### src/rtl/moonbase_bus_pkg.sv
// Shared bus encoding for the moonbase CPU and its board-side bridge.
// Bit positions of the multiplexed 8-bit bus and the 6-bit read return.
package moonbase_bus_pkg;

    localparam int unsigned STB    = 7;
    localparam int unsigned NIB    = 6;
    localparam int unsigned WRAM_N = 5;
    localparam int unsigned WDEV_N = 4;

    localparam int unsigned DATA_HI    = 3;
    localparam int unsigned DATA_LO    = 0;
    localparam int unsigned DATA_IN_HI = 5;
    localparam int unsigned DATA_IN_LO = 4;
    localparam int unsigned RAM_IN_HI  = 3;
    localparam int unsigned RAM_IN_LO  = 0;

    typedef enum logic [1:0] {
        CycAddrLo,
        CycAddrHi,
        CycData
    } bus_cycle_e;

    function automatic bus_cycle_e decode_cycle(input logic [7:0] bus);
        if (!bus[STB]) begin
            return CycData;
        end
        return bus[NIB] ? CycAddrHi : CycAddrLo;
    endfunction

endpackage

### src/rtl/moonbase_nibble_ram.sv
// Byte-organised RAM: asynchronous full-byte read, one synchronous write port
// with independent high/low nibble enables.
module moonbase_nibble_ram #(
    parameter int unsigned AW = 6
) (
    input  logic          clk,
    input  logic [AW-1:0] waddr,
    input  logic [7:0]    wdata,
    input  logic          we_hi,
    input  logic          we_lo,
    input  logic [AW-1:0] raddr,
    output logic [7:0]    rdata
);

    logic [7:0] mem [2**AW];

    always_ff @(posedge clk) begin
        if (we_hi) begin
            mem[waddr][7:4] <= wdata[7:4];
        end
        if (we_lo) begin
            mem[waddr][3:0] <= wdata[3:0];
        end
    end

    assign rdata = mem[raddr];

endmodule

### src/rtl/moonbase_bus_bridge.sv
// Board-side bridge for the moonbase CPU: address latch, nibble RAM access,
// device register bank and host program-load port.
module moonbase_bus_bridge
    import moonbase_bus_pkg::*;
#(
    parameter int unsigned AW    = 6,
    parameter int unsigned N_DEV = 4
) (
    input  logic               clk,
    input  logic               reset,
    input  logic [7:0]         cpu_bus,
    output logic [5:0]         cpu_rdata,
    input  logic [2*N_DEV-1:0] dev_in,
    output logic [8*N_DEV-1:0] dev_out,
    input  logic               load_en,
    input  logic [AW-1:0]      load_addr,
    input  logic [7:0]         load_data,
    output logic               load_collide,
    output logic [11:0]        addr_q
);

    localparam int unsigned DW = $clog2(N_DEV);

    bus_cycle_e  cycle;
    logic        nib;
    logic [3:0]  nibble;
    logic        cpu_ram_we;
    logic        cpu_dev_we;
    logic [11:0] addr_d;
    logic        collide_d;

    logic [AW-1:0] ram_idx;
    logic [DW-1:0] dev_idx;

    assign cycle   = decode_cycle(cpu_bus);
    assign nib     = cpu_bus[NIB];
    assign nibble  = cpu_bus[DATA_HI:DATA_LO];
    assign ram_idx = addr_q[AW-1:0];
    assign dev_idx = addr_q[DW-1:0];

    // The CPU is ignored entirely while held in reset.
    assign cpu_ram_we = !reset && (cycle == CycData) && !cpu_bus[WRAM_N];
    assign cpu_dev_we = !reset && (cycle == CycData) && !cpu_bus[WDEV_N];

    // Address latch
    always_comb begin
        addr_d = addr_q;
        unique case (cycle)
            CycAddrLo: addr_d[5:0]  = cpu_bus[5:0];
            CycAddrHi: addr_d[11:6] = cpu_bus[5:0];
            default:   addr_d       = addr_q;
        endcase
    end

    always_ff @(posedge clk) begin
        if (reset) begin
            addr_q <= '0;
        end else begin
            addr_q <= addr_d;
        end
    end

    // RAM write arbitration: a host load owns the single write port.
    logic [AW-1:0] ram_waddr;
    logic [7:0]    ram_wdata;
    logic          ram_we_hi;
    logic          ram_we_lo;
    logic [7:0]    ram_rdata;

    always_comb begin
        ram_waddr = ram_idx;
        ram_wdata = {nibble, nibble};
        ram_we_hi = 1'b0;
        ram_we_lo = 1'b0;
        if (load_en) begin
            ram_waddr = load_addr;
            ram_wdata = load_data;
            ram_we_hi = 1'b1;
            ram_we_lo = 1'b1;
        end else if (cpu_ram_we) begin
            ram_we_hi = !nib;
            ram_we_lo = nib;
        end
    end

    assign collide_d = load_en && cpu_ram_we;

    always_ff @(posedge clk) begin
        if (reset) begin
            load_collide <= 1'b0;
        end else begin
            load_collide <= collide_d;
        end
    end

    moonbase_nibble_ram #(
        .AW (AW)
    ) u_ram (
        .clk   (clk),
        .waddr (ram_waddr),
        .wdata (ram_wdata),
        .we_hi (ram_we_hi),
        .we_lo (ram_we_lo),
        .raddr (ram_idx),
        .rdata (ram_rdata)
    );

    // Device register bank
    logic [7:0] dev_q [N_DEV];
    logic [7:0] dev_d [N_DEV];

    always_comb begin
        dev_d = dev_q;
        if (cpu_dev_we) begin
            if (nib) begin
                dev_d[dev_idx][3:0] = nibble;
            end else begin
                dev_d[dev_idx][7:4] = nibble;
            end
        end
    end

    always_ff @(posedge clk) begin
        if (reset) begin
            for (int k = 0; k < int'(N_DEV); k++) begin
                dev_q[k] <= '0;
            end
        end else begin
            dev_q <= dev_d;
        end
    end

    for (genvar k = 0; k < int'(N_DEV); k++) begin : g_dev_out
        assign dev_out[8*k +: 8] = dev_q[k];
    end

    // Read return
    logic [1:0] data_in;
    logic [3:0] ram_in;

    always_comb begin
        data_in = 2'b00;
        for (int k = 0; k < int'(N_DEV); k++) begin
            if (dev_idx == k[DW-1:0]) begin
                data_in = dev_in[2*k +: 2];
            end
        end
    end

    assign ram_in = nib ? ram_rdata[3:0] : ram_rdata[7:4];

    assign cpu_rdata[DATA_IN_HI:DATA_IN_LO] = data_in;
    assign cpu_rdata[RAM_IN_HI:RAM_IN_LO]   = ram_in;

endmodule

### config.mk
export PLATFORM = sky130hd
export DESIGN_NAME = moonbase_bus_bridge
export DESIGN_NICKNAME = d
export VERILOG_FILES = /design/src/rtl/moonbase_bus_pkg.sv /design/src/rtl/moonbase_nibble_ram.sv /design/src/rtl/moonbase_bus_bridge.sv
export SDC_FILE = /design/constraint.sdc
export NUM_CORES = 1
export LEC_CHECK = 0
export CAP_MARGIN = 20
export CORE_MARGIN = 2
export CORE_UTILIZATION = 65
export CTS_CLUSTER_SIZE = 30
export DETAILED_ROUTE_END_ITERATION = 8
export PLACE_DENSITY = 0.87
export SLEW_MARGIN = 5
export SYNTH_ARGS = -nofsm -noshare
export SYNTH_HDL_FRONTEND = slang
export SYNTH_HIERARCHICAL = 1
export SYNTH_SLANG_ARGS = --single-unit
### constraint.sdc
create_clock -name clk -period 6.36 [get_ports clk]
set_clock_uncertainty 0.15 [all_clocks]
set_input_delay 1.59 -clock clk [delete_from_list [all_inputs] [get_ports clk]]
set_output_delay 1.59 -clock clk [all_outputs]
set_load 0.03 [all_outputs]
Word level (Yosys, flattened, before mapping). Memory sizes are Yosys's and may differ from the RTL's. A register that Yosys moved wholly into a read port is not among the register bits. Index checks and enable logic that the tools add are counted.

Bits in writable memories: 512. Input port bits: 33. Flip-flop bits (word level): 45. Memories kept: 1.

Multiplexer cells: 26. Reductions and logical operators: 11. $lt $le $gt $ge: 2. Equal/unequal tests: 5. Bitwise logic cells: 1.

Memories: u_ram.mem (depth 64, width 8, read ports 1, clocked after Yosys merged registers in 1, wr ports 1, line moonbase_nibble_ram.sv:15) `logic [7:0] mem [2**AW];`.

Operators by type and width (number): $bwmux W32 (2); $demux W8 S2 (2); $mux W32 (1); $mux W6 (3); $mux W8 (2); $mux W2 (5); $mux W1 (9); $mux W4 (2); $eq A2 B2 Y1 const B (3); $logic_and A1 B1 Y1 (5); $eq A2 B1 Y1 const B (2); $logic_not A1 Y1 (4); $logic_not A2 Y1 (2); $ge A3 B3 Y1 const B (1); $lt A3 B1 Y1 const B (1); $not A2 Y3 (1).

Logic depth before layout (Yosys ltp). Gate-level depths: netlist of the first run.

Depth after elaboration: 9. Gate-level depth with buffers: 10. Depth with buffers taken out: 6.

Hierarchy. The synthesis of the first run kept the hierarchy.

Modules (own cells, without submodules): moonbase_nibble_ram (sequential area each 15374.7 µm², cells each 1021, area each 20275.7 µm², times used 1); moonbase_bus_bridge (sequential area each 900.9 µm², cells each 251, area each 2120.8 µm², times used 1).

Least setup slack after synthesis of the first run. OpenSTA, ideal clock, no wires.

Path type: input -> output. Start: in cpu_bus[6]. End: out cpu_rdata[1]. Path slack: 2.187 ns. Data arrival time: 2.433 ns. Cell stages on the path: 3. Buffers on the path: 2. Cells stage by stage: buf_2 -> buf_2 -> mux2_2.

Longest elaborated chain between the ends: 1.

RTL lines: start, declared (line moonbase_bus_bridge.sv:11) `input logic [7:0] cpu_bus,`; $mux W4 (line moonbase_bus_bridge.sv:150) `assign ram_in = nib ? ram_rdata[3:0] : ram_rdata[7:4];`; end, declared (line moonbase_bus_bridge.sv:12) `output logic [5:0] cpu_rdata,`.

Every way passes these cells.

==> results of run 1 <==
==> final cells by class <==
| cell class | instances | area, µm² | area share [%] |
|---|---|---|---|
| clock buffers | 70 | 1460 | 5.76 |
| flip-flops and latches | 557 | 16300 | 64.5 |
| clock inverters | 23 | 208 | 0.822 |
| well taps | 448 | 561 | 2.22 |
| repair buffers | 112 | 1090 | 4.33 |
| inverters | 3 | 11.3 | 0.0446 |
| multi-input cells | 620 | 5650 | 22.4 |
==> cells in the final DEF (no fill, tap or decap), types with 9 or more instances in the layout <==
cell type        synthesis  layout
a211oi_1                 9       9
a21oi_1                 49      49
buf_4                   10      25
clkbuf_1                36       9
clkbuf_16                0      54
clkdlybuf4s50_1          0      82
clkinv_1                 1       9
clkinv_2                 0       9
dfxtp_1                 45      42
edfxtp_1               512     512
mux2_2                  17      17
mux2i_1                 36      36
mux4_2                 120     120
nand2_1                 55      47
nand2b_1                 9       9
nand3_1                 52      52
nor2_1                 152     152
o21ai_1                 33      33
==> sequential cells by signal (all words and copies together) (netlist names) <==
register / count
addr_q: 12
load_collide: 1
u_ram/mem: 512
dev_out: 32
==> kinds of logic after synthesis <==
family          Yosys count  synth area share, %
flops                   557                 72.7
simple gates            303                 6.21
mux                     176                 14.9
compound gates          141                 4.02
buf+inv                  95                 2.22
==> stage by stage <==
stage               setup slack (ns)  std cells
finish                         0.362       1833
global route                   0.311       1833
CTS                            0.492       1830
detailed placement              1.11       1737
global placement                1.20       1736
floorplan                       2.19       1272
==> worst min-delay path, cell delays in order (launching register included) <==
cell and delay, ns:
dfxtp_1 0.31, nand2_1 0.05, a21oi_1 0.05
==> synthesized netlist by cell type, drive strengths merged, types with 3 or more instances <==
cell type and number:
clkbuf 37, o22ai 7, and2 8, a221o 7, nand3 52, o22a 6
mux2i 36, nor2 152, a311oi 4, o21ai 33, nand3b 3, dfxtp 45
nor2b 6, nand2 55, edfxtp 512, o221ai 6, mux2 17, o41ai 6
nand2b 9, a211oi 9, a2111oi 6, a21oi 49, or3 3, or3b 3
mux4 123, buf 55
==> power by group through the flow <==
stage / clock network [W] / registers, W / logic (W)
finish: 0.00303 / 0.00408 / 0.000506
floorplan: 0 / 0.00415 / 0.000306
global placement: 0 / 0.00416 / 0.000461
detailed placement: 0 / 0.00416 / 0.000480
global route: 0.00319 / 0.00408 / 0.000524
CTS: 0.00306 / 0.00408 / 0.000488
==> how the worst max path moves through the flow <==
| stage | start | end | slack [ns] |
|---|---|---|---|
| 2_1_floorplan | cpu_bus[6] | cpu_rdata[1] | 2.19 |
| 3_3_place_gp | addr_q[0] | cpu_rdata[1] | 1.20 |
| 3_5_place_dp | addr_q[1] | cpu_rdata[1] | 1.11 |
| 4_1_cts | addr_q[1] | cpu_rdata[1] | 0.49 |
| 5_1_grt | addr_q[1] | cpu_rdata[0] | 0.31 |
| 6_report | addr_q[1] | cpu_rdata[1] | 0.36 |
==> per-layer routing <==
layer / part of all wire (%) / wire length (µm) / up-vias / GRT usage (%)
met5: 0 / 0 / - / 0
met1: 34 / 19000 / 6365 / 41.5
met4: 5.6 / 3090 / 0 / 14.3
met3: 12 / 6790 / 224 / 6.70
met2: 48 / 26200 / 1120 / 49.8
li1: - / - / 5202 / -
==> reports/results.tsv, run 1 <==
metric	value	unit
p_clk_share	39.8	%
whs_endpoint	addr_q[9]	
die_x	190	µm
grt_max_degree	65	
setup_violations	0	
gp_congestion	0.863	
ys_seq_elements	557	
area_growth	12.8	%
crit_family	buffers and inverters	
cts_root_buffer	clkbuf_16	
firstDrtPassIters	6	
endpoint_kind	primary output	
yosys_warnings	6	
synth_area_leader_cell	edfxtp_1	
p_int	0.00599	W
utilization	75.0	%
slew_headroom	21.6	%
final-hold-violation-count	0	
tritoncts	yes	
synth_area_leaders	edfxtp_1, mux4_2, dfxtp_1, nor2_1, mux2i_1	
cp_num_cells	7	
rsz0062_at_grt	false	
drt_iter0_drc	1945	
synth_area	0.0224	mm²
yosysSeqAreaShare	72.7	%
synth-edff-count	512	
net-switching-power	0.00164	W
ioPinCount	84	
diodes	0	
reg2reg_from	addr_q[1]	
critPathMaxStageDelay	0.84	ns
htree_levels	2	
yosysUniqueCellTypes	50	
fmax	0.167	GHz
grt_pass1_wl	81.8	mm
worst_hold_slack	0.313	ns
worstMarginPinSlew	1.18	ns
dominantRegCellSynth	edfxtp_1	
post_cts_buffers	0	
layout_min_cycle_time	6.00	ns
io_buffers	83	
die_area	0.0360	mm²
power	0.00762	W
fillers	1803	
reg2reg_depth	4	
antenna_found_initial	1	
whs_path_depth	2	
worst-endpoint-required	4.62	ns
pwr-share-seq	53.5	%
crit_path_start_kind	register	
drv_cap	0	
clock_sinks	557	
critical_path_buf_inv_count	2	
routedWlPerCell	30.0	µm
final_nets	1379	
grt.total_usage	31.0	%
syn_avg_cell_area	17.6	µm²
switching_share	21.5	%
postRouteAntennaNets	0	
r2r_slack	2.97	ns
drt-total-wl	55.0	mm
slew_violations	0	
drive_gt1_share	18.8	%
async_flop_share	0	%
syn_nets	1305	
ctsHoldBuffers	0	
path_class	reg2out	
cts_buffer_depth	3	
power_frac_comb	6.6	%
cts-resized-gates	0	
clk_pin_slew	0.06	ns
grt_pass1_vias	12900	
core-area	0.0337	mm²
die_height	190	µm
drc	0	
row_count	67	
crit_arrival	4.26	ns
r2r-end	u_ram/mem[8][3]	
hold_path.class	reg2reg	
worstHoldStart	addr_q[9]	
grt_overflow	0	
ir_drop	0.248	mV
netlist_instances	1272	
total_leakage_power	7.69	nW
fin_crit_sh	94.3	%
vias_per_cell	7.04	
fin_area	0.0253	mm²
p_per_area	302	mW/mm²
synth_top_cell_area_share	68.6	%
numCtsBuffers	52	
cp_cell_sequence	clkinv_1 > nand2_1 > o221ai_1 > a221o_1 > o41ai_1 > mux2_2 > clkdlybuf4s50_1	
cp_slowest_cell	dfxtp_4	
dp_hpwl	32.8	mm
via_count	12900	
dpl-instance-area	0.0235	mm²
start_util	66.5	%
insertion_delay	0.55	ns
status	complete, no violations	
setup_tns	0	ns
crit_path_max_fanout	49	
Note: power is estimated with default switching activity, not from simulation.
==> inputs of run 2 (changes only) <==
ABC_AREA = 1   (was unset)
CORE_UTILIZATION = 66   (was 65)
PLACE_DENSITY = 0.88   (was 0.87)
==> run 2 against run 1 <==
  * Clock-buffer cell count grew 5
  * Sequential cell count is the same
  * Final area grew 3.6%
  * Cell count grew 49%
  * Fmax grew 3.7%
  * Setup slack gained 0.22 ns
  * Die area grew 4.1%
  * Global-route usage grew 0.94 points
  * Largest cell class unchanged
  * Synthesized cell count grew 74%
==> reports/results.tsv, run 2 <==
metric	value	unit
status	complete, no violations	
slew_headroom	25.3	%
fillers	2141	
rsz0062_at_grt	false	
async_flop_share	0	%
gp_congestion	0.851	
drive_gt1_share	6.41	%
synth.most_common_cell	nand2_1	
die_x	193	µm
crit_arrival	4.04	ns
netlist_instances	2216	
synth_area	0.0237	mm²
largest_reg_flops	512	
dpl-instance-area	0.0245	mm²
setup_tns	0	ns
final_common_cell	nand2_1	
io_buffers	83	
crit_path_start_kind	register	
synth_commonest_cells	nand2_1, edfxtp_1, nand3_1, nor3_1, nor2_1	
synth_area_leader_cell	edfxtp_1	
grt_pass1_vias	17100	
routedWlPerCell	22.2	µm
final_cell_mix	nand2_1, edfxtp_1, nand3_1	
vias_per_cell	6.39	
grt.total_usage	31.9	%
postRouteAntennaNets	0	
start_util	66.8	%
antenna_found_initial	0	
core-area	0.0355	mm²
hold_path.class	reg2reg	
clock_sinks	557	
insertion_delay	0.58	ns
total_leakage_power	9.34	nW
ys_seq_elements	557	
yosysUniqueCellTypes	26	
numCtsBuffers	53	
final_nets	2271	
registers.top_by_ff_count	u_ram/mem	
tritoncts	yes	
die_height	193	µm
die_area	0.0374	mm²
layout_min_cycle_time	5.78	ns
diodes	0	
drv_cap	0	
slew_violations	0	
yosys.area_share.xor_xnor	0	%
post_cts_buffers	0	
worstMarginPinSlew	1.12	ns
power	0.00779	W
cts_root_buffer	clkbuf_16	
ir_drop	0.293	mV
ctsHoldBuffers	0	
drt_iter0_drc	2724	
clk_pin_slew	0.06	ns
path_class	reg2out	
setup_violations	0	
firstDrtPassIters	7	
ioPinCount	84	
synth-compound-area-share	0.570	%
drt-total-wl	60.7	mm
synth_fa_ha_area_share	0	%
grt_max_degree	265	
dp_hpwl	34.2	mm
endpoint_kind	primary output	
dominantRegCellSynth	edfxtp_1	
via_count	17500	
cts_buffer_depth	3	
syn_avg_cell_area	10.7	µm²
area_growth	10.5	%
synthMuxAreaShare	0	%
fin_crit_sh	90.9	%
grt_overflow	0	
synthSimpleGateAreaFrac	26.4	%
grt_pass1_wl	92.4	mm
worst-endpoint-required	4.62	ns
cts-resized-gates	0	
p_per_area	298	mW/mm²
final-hold-violation-count	0	
yosys_warnings	6	
htree_levels	2	
fmax	0.173	GHz
synth_top_cell_area_share	64.9	%
crit_path_max_fanout	76	
synth_top_family_by_area	simple AND/OR/NAND/NOR gates	
drc	0	
synth-edff-count	512	
syn_nets	2249	
fin_area	0.0262	mm²
row_count	69	
yosysSeqAreaShare	68.7	%
synth_area_leaders	edfxtp_1, nand2_1, nand3_1, dfxtp_1, nor3_1	
==> run 2: logic make-up after synthesis <==
logic type             after synthesis
flip-flops                         557
buffers and inverters              180
AO/OA/AOI/OAI                       27
AND/OR/NAND/NOR                   1452
==> run 2: worst paths after layout <==
| check | from | to | slack (ns) | depth (start not counted) |
|---|---|---|---|---|
| worst max-delay path | addr_q[1] | cpu_rdata[1] | 0.58 | 12 |
| worst min-delay path | dev_out[11] | dev_out[11] | 0.33 | 2 |
| worst max register to register | addr_q[1] | u_ram/mem[10][3] | 1.92 | 8 |
| worst min register to register | dev_out[11] | dev_out[11] | 0.33 | 2 |
==> run 2: where the power goes <==
| group | total [W] | switching (W) | leakage (nW) | internal (W) |
|---|---|---|---|---|
| Combinational | 0.000742 | 0.000555 | 3.54 | 0.000187 |
| Sequential | 0.00406 | 0.0000114 | 4.99 | 0.00405 |
| Clock | 0.00299 | 0.00129 | 0.809 | 0.00170 |
==> run 2: stage by stage <==
| stage | setup slack [ns] | instances | util, % | hold WS, ns |
|---|---|---|---|---|
| 2_1_floorplan | 2.46 | 2216 | - | 0.456 |
| 3_3_place_gp | 1.01 | 2641 | 69.0 | 0.316 |
| 3_5_place_dp | 0.942 | 2641 | 69.0 | 0.322 |
| 4_1_cts | 0.630 | 2737 | 73.6 | 0.336 |
| 5_1_grt | 0.400 | 2740 | 73.8 | 0.355 |
| 6_report | 0.579 | 2740 | 73.8 | 0.335 |
==> run 2: cell type report <==
class                   instances  area [µm²]  share of cell area (%)
repair buffers                113        1130                    4.33
well taps                     461         577                    2.20
clock inverters                21         155                   0.593
clock buffers                  75        1480                    5.66
flip-flops and latches        557       16300                    62.2
inverters                      34         135                   0.516
multi-input cells            1479        6410                    24.5
==> run 2: per-layer routing <==
layer	GRT usage (%)	up-vias	routed length, µm
li1	-	7724	-
met1	40.8	8144	20300
met2	52.1	1372	29100
met3	6.38	275	7860
met4	17.2	0	3450
met5	0	-	0
==> run 2: critical path, stage by stage, from the launching register on <==
cell             delay, ns
dfxtp_4               0.36
buf_4                 0.56
buf_4                 0.82
nand3_1               0.18
nand3_1               0.16
nand2_1               0.06
nand2_1               0.06
nand3_1               0.15
nand3_1               0.13
nand2_1               0.16
nand2_1               0.13
nand2_1               0.08
clkdlybuf4s50_1       0.59
